===== config.mk =====
export PLATFORM = sky130hd
export DESIGN_NAME = dmem_responder
export DESIGN_NICKNAME = d
export VERILOG_FILES = /design/src/rtl/dmem_responder.sv
export SDC_FILE = /design/constraint.sdc
export NUM_CORES = 2
export LEC_CHECK = 0
export BUFFER_PORTS_ARGS = -buffer_cell sky130_fd_sc_hd__buf_4
export CAP_MARGIN = 20
export CORE_ASPECT_RATIO = 1.4
export CORE_MARGIN = 3
export CORE_UTILIZATION = 23
export DETAILED_ROUTE_END_ITERATION = 12
export PLACE_DENSITY_LB_ADDON = 0.08
export SETUP_SLACK_MARGIN = 0.05
export SLEW_MARGIN = 20
export SYNTH_ARGS = -nofsm -noshare
export SYNTH_HDL_FRONTEND = slang
export SYNTH_SLANG_ARGS = --single-unit

===== constraint.sdc =====
create_clock -name clk -period 17.5 [get_ports clk]
set_clock_uncertainty 0.15 [all_clocks]
set_input_delay 2.625 -clock clk [delete_from_list [all_inputs] [get_ports clk]]
set_output_delay 2.625 -clock clk [all_outputs]
set_load 0.05 [all_outputs]

===== src/rtl/dmem_responder.sv =====
// dmem_responder: wait-stated data memory for the CPU load/store port, with a one-cycle ready strobe.
// Optional feature macro DMEM_RANGE_CHECK_EN: out-of-range addresses raise err instead of wrapping.
module dmem_responder #(
  parameter int DATA_W      = 16,
  parameter int ADDR_W      = 8,
  parameter int DEPTH       = 256,
  parameter int WAIT_CYCLES = 2
) (
  input  logic              clk,
  input  logic              rst_n,
  input  logic              mem_read,
  input  logic              mem_write,
  input  logic [ADDR_W-1:0] addr,
  input  logic [DATA_W-1:0] wdata,
  output logic [DATA_W-1:0] rdata,
  output logic              ready,
  output logic              busy,
  output logic              err
);
  localparam int         IDX_W    = (DEPTH > 1) ? $clog2(DEPTH) : 1;
  localparam logic [3:0] CNT_INIT = (WAIT_CYCLES > 0) ? 4'(WAIT_CYCLES - 1) : 4'd0;

  typedef enum logic [1:0] {S_IDLE, S_WAIT, S_RESP} state_t;

  state_t            r_state;
  logic [3:0]        r_cnt;
  logic              r_ready;
  logic [DATA_W-1:0] r_rdata;
  logic [ADDR_W-1:0] r_addr;
  logic [DATA_W-1:0] r_wdata;
  logic              r_wr;
  logic [DATA_W-1:0] r_mem [DEPTH];

  logic              w_req;
  logic              w_go_resp;
  logic              w_wr_eff;
  logic              w_oor;
  logic              w_commit;
  logic [ADDR_W-1:0] w_addr_eff;
  logic [DATA_W-1:0] w_wdata_eff;
  logic [IDX_W-1:0]  w_idx;

  assign w_req = mem_read | mem_write;

  // A zero-wait access responds on its accept edge, before the latches load, so it uses the live inputs.
  assign w_go_resp   = ((r_state == S_IDLE) && w_req && (WAIT_CYCLES == 0)) ||
                       ((r_state == S_WAIT) && (r_cnt == 4'd0));
  assign w_addr_eff  = (r_state == S_IDLE) ? addr      : r_addr;
  assign w_wdata_eff = (r_state == S_IDLE) ? wdata     : r_wdata;
  assign w_wr_eff    = (r_state == S_IDLE) ? mem_write : r_wr;
  assign w_idx       = w_addr_eff[IDX_W-1:0];

`ifdef DMEM_RANGE_CHECK_EN
  localparam logic [ADDR_W:0] DEPTH_L = (ADDR_W + 1)'(DEPTH);
  assign w_oor = ({1'b0, w_addr_eff} >= DEPTH_L);
`else
  assign w_oor = 1'b0;
`endif

  // Gating with rst_n keeps a write arriving under reset from reaching the array.
  assign w_commit = w_go_resp & w_wr_eff & ~w_oor & rst_n;

  assign busy  = w_req & ~r_ready;
  assign ready = r_ready;
  assign rdata = r_rdata;

  always_ff @(posedge clk) begin
    if ((r_state == S_IDLE) && w_req) begin
      r_addr  <= addr;
      r_wdata <= wdata;
      r_wr    <= mem_write;
    end
  end

  always_ff @(posedge clk) begin
    if (w_commit) r_mem[w_idx] <= w_wdata_eff;
  end

`ifdef DMEM_RANGE_CHECK_EN
  logic r_err;
  assign err = r_err;
`else
  assign err = 1'b0;
`endif

  always_ff @(posedge clk or negedge rst_n) begin
    if (!rst_n) begin
      r_state <= S_IDLE;
      r_cnt   <= 4'd0;
      r_ready <= 1'b0;
      r_rdata <= '0;
`ifdef DMEM_RANGE_CHECK_EN
      r_err   <= 1'b0;
`endif
    end else begin
      r_ready <= w_go_resp;
      case (r_state)
        S_IDLE: begin
          if (w_req) begin
            if (WAIT_CYCLES == 0) begin
              r_state <= S_RESP;
            end else begin
              r_state <= S_WAIT;
              r_cnt   <= CNT_INIT;
            end
          end
        end
        S_WAIT: begin
          if (r_cnt == 4'd0) r_state <= S_RESP;
          else               r_cnt   <= r_cnt - 4'd1;
        end
        S_RESP:  r_state <= S_IDLE;
        default: r_state <= S_IDLE;
      endcase
      if (w_go_resp && !w_wr_eff) r_rdata <= r_mem[w_idx];
`ifdef DMEM_RANGE_CHECK_EN
      r_err <= w_go_resp & w_oor;
      if (w_go_resp && w_oor) r_rdata <= '0;
`endif
    end
  end
endmodule


After elaboration in Yosys (flattened, before gate mapping)
Memories as Yosys holds them, arrays and structs flattened. A register that Yosys moved wholly into a read port is not among the register bits.
Cells that the tools add are included.
{"block": "classes", "reduce_logical": 10, "eq_ne": 4, "n_bitwise": 5, "add_sub_neg": 1, "muxes": 11}
{"operator": "$mux 16", "n": 1}
{"operator": "$mux 4", "n": 2}
{"operator": "$mux 8", "n": 1}
{"operator": "$pmux 4 s2", "n": 1}
{"operator": "$logic_not 4->1", "n": 1}
{"operator": "$mux 2", "n": 2}
{"operator": "$ne 2x2->1 const B", "n": 2}
{"operator": "$pmux 2 s2", "n": 1}
{"operator": "$sub 4x1->4 const B", "n": 1}
{"operator": "$and 1x1->1", "n": 3}
{"operator": "$logic_and 1x1->1", "n": 3}
{"operator": "$mux 1", "n": 3}
{"operator": "$reduce_and 3->1", "n": 1}
{"operator": "$eq 2x1->1 const B", "n": 1}
{"operator": "$logic_not 1->1", "n": 2}
{"operator": "$logic_not 2->1", "n": 1}
{"operator": "$ne 2x1->1 const B", "n": 1}
{"operator": "$reduce_and 2->1", "n": 1}
{"operator": "$reduce_bool 2->1", "n": 1}
{"operator": "$not 1->1", "n": 1}
{"operator": "$or 1x1->1", "n": 1}
{"block": "word_totals", "mem_count": 1, "ramBits": 4096, "output_inout_bits": 19, "inputBits": 28, "word_cells": 38, "reg_bits": 32}
{"memory": "r_mem", "words": 256, "width": 16, "read_ports": 1, "rd_clocked_by_memory_dff": 1, "wr": 1, "line_no": "32", "source": "logic [DATA_W-1:0] r_mem [DEPTH];"}

Depth between registers and ports, before layout
{"block": "logic_depth", "word_depth": 6, "ltp_mapped": 13, "mapped_depth_nobuf": 8}

Worst setup path after synthesis
OpenSTA, ideal clock, no wires.
{"block": "synth_path", "path_kind": "in2reg", "from": "input wdata[0]", "to": "memory r_mem[0][0] (data pin)", "t_required_ns": 16.527, "stages": 2, "t_arrival_ns": 5.722, "setup_time_ns": 0.823, "path_slack_ns": 10.805, "n_path_buf": 0, "cell_sequence": "nand2_1 nand2_1"}
{"block": "synth_via", "elab_chain_len": 1}
{"element": "from (decl)", "line_no": "14", "source": "input logic [DATA_W-1:0] wdata,"}
{"element": "$mux 16", "line_no": "49", "source": "assign w_wdata_eff = (r_state == S_IDLE) ? wdata : r_wdata;"}
{"element": "named net w_wdata_eff[0]", "line_no": "40", "source": "logic [DATA_W-1:0] w_wdata_eff;"}
{"element": "to (decl)", "line_no": "32"}
The timed path passes the listed nets, and every way through them passes these cells.

Worst setup path after layout
{"block": "layout_path", "from": "input addr[0]", "to": "register r_rdata[15], in the netlist rdata[15] (read register of r_mem)"}
{"block": "layout_via", "elab_chain_len": 1}
{"element": "from (decl)", "line_no": "13", "source": "input logic [ADDR_W-1:0] addr,"}
{"element": "$mux 8", "line_no": "48", "source": "assign w_addr_eff = (r_state == S_IDLE) ? addr : r_addr;"}
{"element": "to (decl)", "line_no": "28", "source": "logic [DATA_W-1:0] r_rdata;"}
Every way passes these cells.
A chain may end at the register's enable or synchronous reset.

==> impl_metrics.py <==
metrics = {
    "yosys": {
        "ys.flop_type": "edfxtp_1",
        "netlist_instances": 8592,
        "syn_area_um2": 153000,
        "synthArstFlopShare_pct": 0.555,
        "synth_top_family_by_area": "compound AO/OA/AOI/OAI gates",
        "synth_area_per_cell_um2": 17.8,
        "syn_nets": 8621,
        "muxShareOfSynthArea_pct": 0,
        "synth_top_area_cell": "edfxtp_1",
        "synth_cell_types": 47,
        "synth_edf_count": 4121,
        "synth_adder_area_share_pct": 0.00817,
        "ys_ff_latch": 4144,
        "synth-xor-area-share_pct": 0.0114,
        "seq_area_frac_synth_pct": 81.2,
        "synth_compound_area_share_pct": 15.3,
        "synthTopCellsByArea": "edfxtp_1 81%, a22oi_1 8.5%, a21oi_1 2.9%",
        "ys_warn_count": 0,
        "yosys.area_share.simple_pct": 1.21,
        "synth_top_area_share_pct": 80.8,
    },
    "critical_path": {
        "crit_arrival_ps": 8120,
        "crit_top_cell": "buf_4",
        "crit_fanout": 68,
        "cp-end-kind": "flip-flop",
        "cp_top_family": "buffers and inverters",
        "critPathLaunch": "addr[0]",
        "rrSetupSlack_ps": 10960,
        "cp_data_required_time_ps": 18240,
        "worstReg2RegStart": "r_state[0]",
        "start_kind": "input port",
        "crit_type": "in -> reg",
        "worstRegToRegCells": 10,
        "crit_chain": "buf_4, or4b_1, o21ai_4, buf_4, buf_4, buf_12, buf_4, a221oi_1, o22ai_1, o21ai_1, a41oi_1, o32a_1",
        "max_stage_delay_ps": 870,
        "crit_buf_inv": 5,
        "r2r-end": "rdata[2]",
        "slowest_stage": "a41oi_1",
    },
    "final_layout": {
        "syn_to_final_growth_pct": 19.1,
        "drive_gt1_share_pct": 17.2,
        "multiInputGateArea_um2": 27600,
        "regArea_um2": 124000,
        "final.fill_count": 66200,
        "stdcell_area_um2": 182000,
        "nets": 9036,
    },
    "timing": {
        "finalSetupViolations": 0,
        "rsz0062_at_grt": "false",
        "finalCritPeriodShare_pct": 42.1,
        "drv_slew": 0,
        "hold_viol_final": 0,
        "whs_ps": 357,
        "fmax_mhz": 136,
        "relSlewSlack_pct": 6.53,
        "tightest_slew_ps": 1380,
        "fin_setup_tns_ps": 0,
        "layout_min_cycle_time_ps": 7370,
    },
    "floorplanning": {
        "chipWidth_um": 696,
        "coreArea_um2": 664000,
        "dieArea_um2": 676000,
        "die_h_um": 971,
        "rows": 354,
        "initial_core_util_pct": 23.1,
        "io_pins": 47,
    },
    "global_route": {
        "grt_max_degree": 141,
        "grt_pass1_vias": 88000,
        "overflow": 0,
        "track_usage_pct": 17.5,
        "grt_antenna_before_repair": 36,
        "grt_pass1_wl_um": 818000,
    },
    "power": {
        "finalPower_uw": 31800,
        "leakagePower_uw": 0.0541,
        "ir_drop_v": 0.000134,
        "p_per_area_nw_per_um2": 174,
    },
    "clock_network": {
        "cts_buffer_depth": 4,
        "ctsResizeCount": 0,
        "clock-sinks": 4144,
        "hold_buffers": 0,
        "cts_max_level": 5,
        "postCtsSetupBuffers": 0,
        "cts_buffers": 430,
        "cts_root_buffer": "clkbuf_16",
        "clk_pin_slew_ps": 60,
        "clock_latency_ps": 960,
        "cts_tree": "built",
    },
    "routing": {
        "finalWirelength_um": 608000,
        "wl_per_cell_um": 33.5,
        "dr.pass1.iters": 5,
        "remaining_drc_errors": 0,
        "vias": 86500,
        "drt_iter0_drc": 7676,
        "drt-vias-per-instance": 4.77,
        "antenna_left": 0,
    },
    "place": {
        "gp_congestion": 0.753,
        "port_buffers": 45,
        "hpwl_um": 362000,
        "place_area_um2": 168000,
    },
    "worst_hold_path": {
        "holdPathStages": 1,
        "hold_start": "r_cnt[0]",
        "hold_path_end": "r_cnt[0]",
        "min_path_type": "reg -> reg",
    },
    "job": {
        "maxCapViolations": 0,
    },
    "run_status": {
        "status": "completed",
    },
}
-- flip-flops by register name, indices dropped and copies added (netlist names) --
register / count
r_addr: 8
r_cnt: 4
r_mem: 4096
r_state: 2
r_wdata: 16
r_wr: 1
rdata: 16
ready: 1
-- power breakdown --
part	total [µW]	switching [µW]	internal, µW	leakage, µW
Combinational	9570	7590	1980	0.00976
Clock	9320	3990	5330	0.00692
Sequential	12900	105	12800	0.0374
-- worst max path at each step --
stage,end,cells after the start,slack [ps]
floorplan,r_mem[0][0],2,10800
global placement,rdata[8],12,6540
detailed placement,rdata[2],11,8920
CTS,rdata[2],11,9990
global route,rdata[3],13,10110
finish,rdata[15],12,10130
-- synth_stat cells (2+ instances only) --
master,n
o31ai_1,3
buf_4,108
nor3_1,23
edfxtp_1,4121
o21ai_0,50
a22o_1,160
nor2_1,257
a22oi_1,1728
o21ai_1,2
clkbuf_1,148
a221oi_1,160
a41oi_1,59
or4_1,6
inv_1,8
nor4_1,22
nand2_1,79
o21ai_2,3
nand2b_1,9
o22ai_1,80
o41ai_1,206
buf_2,333
o32a_1,5
buf_1,43
dfrtp_1,23
nand3_1,26
nand3b_1,4
o21a_1,8
o31a_1,2
buf_6,17
nor2b_1,2
a21oi_1,881
-- per-layer routing --
layer | track usage, % | routed length (µm) | vias to the layer above
met4 | 3.69 | 13200 | 0
li1 | - | - | 37000
met5 | 0 | 0 | -
met3 | 1.63 | 21500 | 504
met1 | 22.4 | 257000 | 47000
met2 | 31.7 | 316000 | 2000
-- area by class of cell --
cell class | instances | share of cell area [%]
Tap cell | 8722 | 5.98
Inverter | 8 | 0.0165
Multi-Input combinational cell | 3791 | 15.1
Antenna cell | 44 | 0.0604
Clock inverter | 284 | 1.56
Sequential cell | 4144 | 68.2
Clock buffer | 507 | 6.15
Timing Repair Buffer | 632 | 2.93
-- metrics by stage --
stage	std cells	setup WS, ps	utilization, %
2_1_floorplan	8592	10800	-
3_3_place_gp	17200	6540	25.1
3_5_place_dp	17300	8920	25.3
4_1_cts	18100	9990	27.5
5_1_grt	18100	10110	27.5
6_report	18100	10130	27.5
-- cells in the final DEF (no fill, tap or decap), types with 88 or more instances in the layout --
| master | instances |
|---|---|
| a21oi_1 | 880 |
| a221oi_1 | 160 |
| a22o_1 | 160 |
| a22oi_1 | 1728 |
| buf_4 | 573 |
| clkbuf_16 | 435 |
| clkinv_1 | 88 |
| clkinv_2 | 105 |
| edfxtp_1 | 4121 |
| nor2_1 | 156 |
| o41ai_1 | 94 |
| o41ai_2 | 109 |
-- cell families (layout without fill, tap and decap cells) --
family                   after synthesis  count (layout)
adder cells (fa/ha/maj)                1               1
AND/OR/NAND/NOR                      436             436
buffers and inverters                657            1431
XOR/XNOR                               2               2
AO/OA/AOI/OAI                       3351            3351
flip-flops                          4144            4144
other                                  1              45
(Power assumes the default switching activity.)
